[config.mk]
export PLATFORM = sky130hd
export DESIGN_NAME = data_pack
export DESIGN_NICKNAME = d
export VERILOG_FILES = /design/src/rtl/data_pack.sv
export SDC_FILE = /design/constraint.sdc
export NUM_CORES = 1
export LEC_CHECK = 0
export ABC_CLOCK_PERIOD_IN_PS = 2600
export CAP_MARGIN = 30
export CORE_MARGIN = 2
export CORE_UTILIZATION = 40
export DETAILED_ROUTE_END_ITERATION = 8
export GPL_TIMING_DRIVEN = 0
export PLACE_DENSITY_LB_ADDON = 0.1
export SETUP_SLACK_MARGIN = 0.2
export SLEW_MARGIN = 20
export SYNTH_ARGS = -nofsm -noshare
export SYNTH_HDL_FRONTEND = slang
export SYNTH_SLANG_ARGS = --single-unit
[constraint.sdc]
create_clock -name clk -period 2.6 [get_ports clk]
set_clock_uncertainty 0.15 [all_clocks]
set_input_delay 0.26 -clock clk [delete_from_list [all_inputs] [get_ports clk]]
set_output_delay 0.26 -clock clk [all_outputs]
set_load 0.05 [all_outputs]
[src/rtl/data_pack.sv]
// Serial-to-parallel lane packer: collects WIDTH-bit beats into a LANES*WIDTH word.
// The collect register fills while the output register holds the previous word.
module data_pack #(
    parameter int WIDTH = 8,
    parameter int LANES = 8,
    localparam int CW   = $clog2(LANES + 1)
) (
    input  logic                   clk,
    input  logic                   rst_n,
    input  logic [WIDTH-1:0]       in_data,
    input  logic                   in_valid,
    input  logic                   in_last,
    output logic                   in_ready,
    output logic [LANES*WIDTH-1:0] out_data,
    output logic [CW-1:0]          out_count,
    output logic                   out_valid,
    input  logic                   out_ready,
    output logic [CW-1:0]          fill_lvl
);

    logic [LANES*WIDTH-1:0] collect_reg;
    logic [LANES*WIDTH-1:0] merged;
    logic [LANES*WIDTH-1:0] out_data_reg;
    logic [CW-1:0]          out_count_reg;
    logic                   out_valid_reg;
    logic [CW-1:0]          fill_lvl_reg;

    logic pending;
    logic closing;
    logic accept;
    logic close_word;
    logic taken;

    assign pending    = out_valid_reg & ~out_ready;
    assign closing    = (fill_lvl_reg == CW'(LANES - 1)) | in_last;
    // Only a word-closing beat needs room in the output register.
    assign in_ready   = ~pending | ~closing;
    assign accept     = in_valid & in_ready;
    assign close_word = accept & closing;
    assign taken      = out_valid_reg & out_ready;

    genvar gi;
    generate
        for (gi = 0; gi < LANES; gi++) begin : g_lane
            assign merged[gi*WIDTH +: WIDTH] = (fill_lvl_reg == CW'(gi)) ? in_data
                                                                         : collect_reg[gi*WIDTH +: WIDTH];
        end
    endgenerate

    always_ff @(posedge clk or negedge rst_n) begin
        if (!rst_n) begin
            collect_reg   <= '0;
            fill_lvl_reg  <= '0;
            out_data_reg  <= '0;
            out_count_reg <= '0;
            out_valid_reg <= 1'b0;
        end else begin
            if (close_word) begin
                out_data_reg  <= merged;
                out_count_reg <= fill_lvl_reg + 1'b1;
                out_valid_reg <= 1'b1;
                collect_reg   <= '0;
                fill_lvl_reg  <= '0;
            end else begin
                if (accept) begin
                    collect_reg  <= merged;
                    fill_lvl_reg <= fill_lvl_reg + 1'b1;
                end
                if (taken) begin
                    out_valid_reg <= 1'b0;
                end
            end
        end
    end

    assign out_data  = out_data_reg;
    assign out_count = out_count_reg;
    assign out_valid = out_valid_reg;
    assign fill_lvl  = fill_lvl_reg;

endmodule

Yosys cells after proc, flatten, opt, wreduce, memory -nomap -nowiden
Cells that the tools add are included.

word-level totals
  flip-flop bits (word level) = 137
  input port bits = 13

cells by class
  add/sub/neg operators = 1
  equality and inequality tests = 7
  muxes and demuxes = 14
  bitwise logic cells = 9
  reduce and logical (&&, ||, !) cells = 3

operators with widths
  cell                                                             number
  64-bit two-way mux                                               2
  8-bit two-way mux                                                8
  4-bit by 3-bit == test with 1-bit output, second input constant  4
  4-bit by 2-bit == test with 1-bit output, second input constant  2
  4-bit two-way mux                                                2
  4-bit by 1-bit adder with 4-bit output, second input constant    1
  1-bit AND                                                        4
  4-bit by 1-bit == test with 1-bit output, second input constant  1
  4-bit zero test                                                  1
  2-bit nonzero test                                               2
  1-bit NOT                                                        3
  1-bit two-way mux                                                2
  1-bit OR                                                         2

Longest topological paths before layout
  word-level depth = 7
  gate-level depth with buffers = 8

Least setup slack after synthesis
OpenSTA, ideal clock, no wires.

  kind = reg-to-output
  start point = reg fill_lvl_reg[0] (netlist: fill_lvl[0])
  end point = out in_ready
  arrival time = 2337 ps
  path slack = -147 ps
  stages on the path, launching flop included = 5
  path buffers = 1
  path through = dfrtp_1 ha_1 and3b_1 clkbuf_1 o21ai_0

between the ends
  word-level cells in the longest chain between the ends = 4

ends and longest elaborated chain
  element                                   RTL line  source
  from (decl)                               26        logic [CW-1:0] fill_lvl_reg;
  from (signal assigned)                    67        fill_lvl_reg <= fill_lvl_reg + 1'b1;
  4-bit by 3-bit == test with 1-bit output  35        assign closing = (fill_lvl_reg == CW'(LANES - 1)) | in_last;
  1-bit OR                                  35
  1-bit NOT                                 37        assign in_ready = ~pending | ~closing;
  1-bit OR                                  37
  to (decl)                                 13        output logic in_ready,

No other way between the ends.

Final worst setup path
Same ends and word-level chain as after synthesis.

==> results.sh <==
export IMPL_worst_pin_slew_ns=0.713
export IMPL_setup_viol_count_final=0
export IMPL_syn_area_per_cell_sq_um=11.6
export IMPL_yosysUniqueCellTypes=40
export IMPL_nFillCells=1525
export IMPL_p_clk_share_pct=31.7
export IMPL_clk_pin_slew_ns=0.06
export IMPL_final_setup_tns_ns=0
export IMPL_intPower_uw=5190
export IMPL_dp_cells=897
export IMPL_worstRegToRegCells=8
export IMPL_ys_warn_count=0
export IMPL_cts_root_buf="clkbuf_16"
export IMPL_power_switching_uw=3030
export IMPL_period_share_pct=89.6
export IMPL_vias=5209
export IMPL_ys_seq_area_share_pct=49.9
export IMPL_grt_first_pass_wirelength_mm=30.1
export IMPL_viasPerCell=5.59
export IMPL_place_gp_congestion=0.824
export IMPL_p_leak_uw=0.00399
export IMPL_gr_total_overflow=0
export IMPL_ant_nets=0
export IMPL_reg2reg_slack_ns=0.28
export IMPL_grt_pass1_vias=5360
export IMPL_synth_edf_count=0
export IMPL_cp_slowest_stage_delay_ns=0.44
export IMPL_yosysTopAreaCell="dfrtp_1"
export IMPL_hold_viol_final=0
export IMPL_max_slew_margin_rel_pct=52.3
export IMPL_routed_wl_mm=18.4
export IMPL_cp_arrival_ns=1.92
export IMPL_cp_top_family="buffers and inverters"
export IMPL_pwr_share_seq_pct=33.3
export IMPL_core_sq_um=16700
export IMPL_sw_frac_of_total_pct=36.8
export IMPL_postSynth_asyncResetShare_pct=100
export IMPL_syn_inst=591
export IMPL_drt_iter0_drc=444
export IMPL_period_minus_slack_ns=2.33
export IMPL_comb_power_share_pct=34.9
export IMPL_post_dp_hpwl_mm=12.4
export IMPL_routedWlPerCell_um=19.7
export IMPL_diodes=0
export IMPL_final_nets=716
export IMPL_cts_path_max_buffers=2
export IMPL_holdPathStages=3
export IMPL_fmax_mhz=429
export IMPL_clock_latency_ns=0.43
export IMPL_cp_depth=5
export IMPL_crit_fanout=10
export IMPL_antenna_found_initial=0
export IMPL_synth_top_area_share_pct=49.9
export IMPL_yosys_most_used_dff="dfrtp_1"
export IMPL_slew_violations=0
export IMPL_cap_violations=0
export IMPL_grt_setup_unrepaired="true"
export IMPL_grt_usage_pct=21.5
export IMPL_firstDrtPassIters=4
export IMPL_required_ns=2.19
export IMPL_timing_critical_path_buf_inv=2
export IMPL_drc=0
export IMPL_hp_class="primary input to flop"
export IMPL_pin_count=87
export IMPL_die_area_sq_um=18300
export IMPL_stdcell_count=932
export IMPL_status="finished clean"
export IMPL_powerDensity_nw_per_um2=944
export IMPL_die_x_um=135
export IMPL_final_cell_area_sq_um=8710
export IMPL_synth_fp_nets=608
export IMPL_cp_slowest_cell="dfrtp_2"
export IMPL_worst_setup_path_type="flop to output pin"
export IMPL_ys_ff_latch=137
export IMPL_crit_chain="ha_1 -> and3b_1 -> clkbuf_2 -> o21ai_1 -> buf_2"
export IMPL_die_h_um=135
export IMPL_syn_to_final_growth_pct=26.6
export IMPL_ir_drop_mv=0.501
export IMPL_clkSinkCount=137
export IMPL_cts_buffers=17
export IMPL_worstSetupStartpointType="flop"
export IMPL_cp_end_kind="output pin"
export IMPL_grt_max_degree=76
export IMPL_rows=47
export IMPL_cts_tree="yes"
export IMPL_placed_cell_area_sq_um=8040
export IMPL_htreeDepth=4
export IMPL_layout_drive_gt1_share_pct=19.4
export IMPL_port_buffer_count=85
export IMPL_ys_top_cells_by_area="dfrtp_1, mux2_2, mux2_1"
export IMPL_start_util_pct=41.2
export IMPL_synthesis_area_sq_um=6880
==> cells by family (layout without fill, tap and decap cells) <==
logic type | after synthesis | after routing | synth area share (%)
mux | 106 | 106 | 17.4
buf+inv | 96 | 217 | 5.95
fa+ha+maj | 4 | 4 | 0.728
compound gates | 118 | 118 | 12.8
simple gates | 128 | 128 | 13.0
xor+xnor | 2 | 2 | 0.255
flops | 137 | 137 | 49.9
==> through the flow <==
stage | setup slack, ns | hold WS (ns) | utilization, % | power [uW]
after floorplan | 0.215 | -0.186 | - | 4660
after global placement | -4.92 | 0.310 | 47.9 | 5580
after detailed placement | -0.0342 | 0.0933 | 48.1 | 5630
after CTS | 0.0881 | 0.00816 | 52.0 | 8260
after global routing | 0.173 | 0.0718 | 52.1 | 8590
final | 0.271 | 0.0236 | 52.1 | 8220
==> placed cells by master (no fill, tap or decap), types with 5 or more instances in the layout <==
cell type | synthesis | routed
a21o_1 | 19 | 19
nand4_1 | 40 | 40
nand3_1 | 22 | 22
inv_1 | 35 | 33
clkdlybuf4s50_1 | 0 | 83
clkbuf_16 | 0 | 17
o211ai_1 | 30 | 30
a2bb2oi_1 | 8 | 8
or4b_1 | 5 | 5
mux2_1 | 41 | 41
buf_2 | 24 | 24
mux2i_1 | 8 | 8
nor4bb_1 | 19 | 19
nand2b_1 | 12 | 12
mux2_2 | 53 | 53
o2bb2ai_1 | 25 | 25
o21ai_0 | 28 | 27
dfrtp_1 | 137 | 135
and2_1 | 8 | 8
clkbuf_1 | 29 | 28
buf_4 | 3 | 6
==> worst paths after layout <==
path,endpoint,from
max,in_ready,fill_lvl[0]
min,out_valid,in_valid
max reg2reg,out_data[7],fill_lvl[0]
min reg2reg,collect_reg[60],collect_reg[60]
max in group asynchronous,collect_reg[61],rst_n
min in group asynchronous,out_data[13],rst_n
==> power by group through the flow <==
stage	Clock, uW	Combinational (uW)	Sequential (uW)
after floorplan	0	943	3710
after global placement	0	2820	2760
final	2610	2870	2740
after detailed placement	0	2860	2780
after global routing	2750	3050	2800
after CTS	2650	2870	2740
==> cell usage after synthesis, types with 8 or more instances <==
cell,number
nand4_1,40
mux2_2,53
buf_2,24
clkbuf_1,29
o21ai_0,28
nand3_1,22
nor4bb_1,19
a2bb2oi_1,8
mux2_1,41
o2bb2ai_1,25
and2_1,8
nand2b_1,12
dfrtp_1,137
o211ai_1,30
inv_1,35
a21o_1,19
mux2i_1,8
==> repair_timing <==
action	in CTS	in global routing
endpoints found under the hold margin	62	0
endpoints found under the setup margin	11	63
resized for setup	3	12
buffers inserted	1	1
hold buffers	1	0
pin swaps	1	0
==> layer usage <==
| layer | global-route usage, % | part of all wire, % |
|---|---|---|
| met1 | 31.7 | 49 |
| met4 | 6.66 | 1.6 |
| met2 | 31.8 | 45 |
| met5 | 0 | 0 |
| met3 | 4.43 | 4.5 |
==> cell type report <==
class	count	area [sq um]	area share [%]
clock inverters	14	194	2.23
multi-input cells	358	3050	35.0
repair buffers	89	903	10.4
well taps	220	275	3.16
inverters	35	131	1.51
flip-flops and latches	137	3430	39.4
clock buffers	18	439	5.04
plain buffers	61	282	3.23
==> worst reg2reg max path, cell delays in order (launching register included) <==
cell and delay, ns:
dfrtp_2 0.44, inv_2 0.10, ha_1 0.16, buf_4 0.16, or3b_1 0.36, buf_2 0.18, buf_4 0.18, a21o_1 0.19
mux2_2 0.27
No activity file was read; power rests on OpenSTA's default activity.
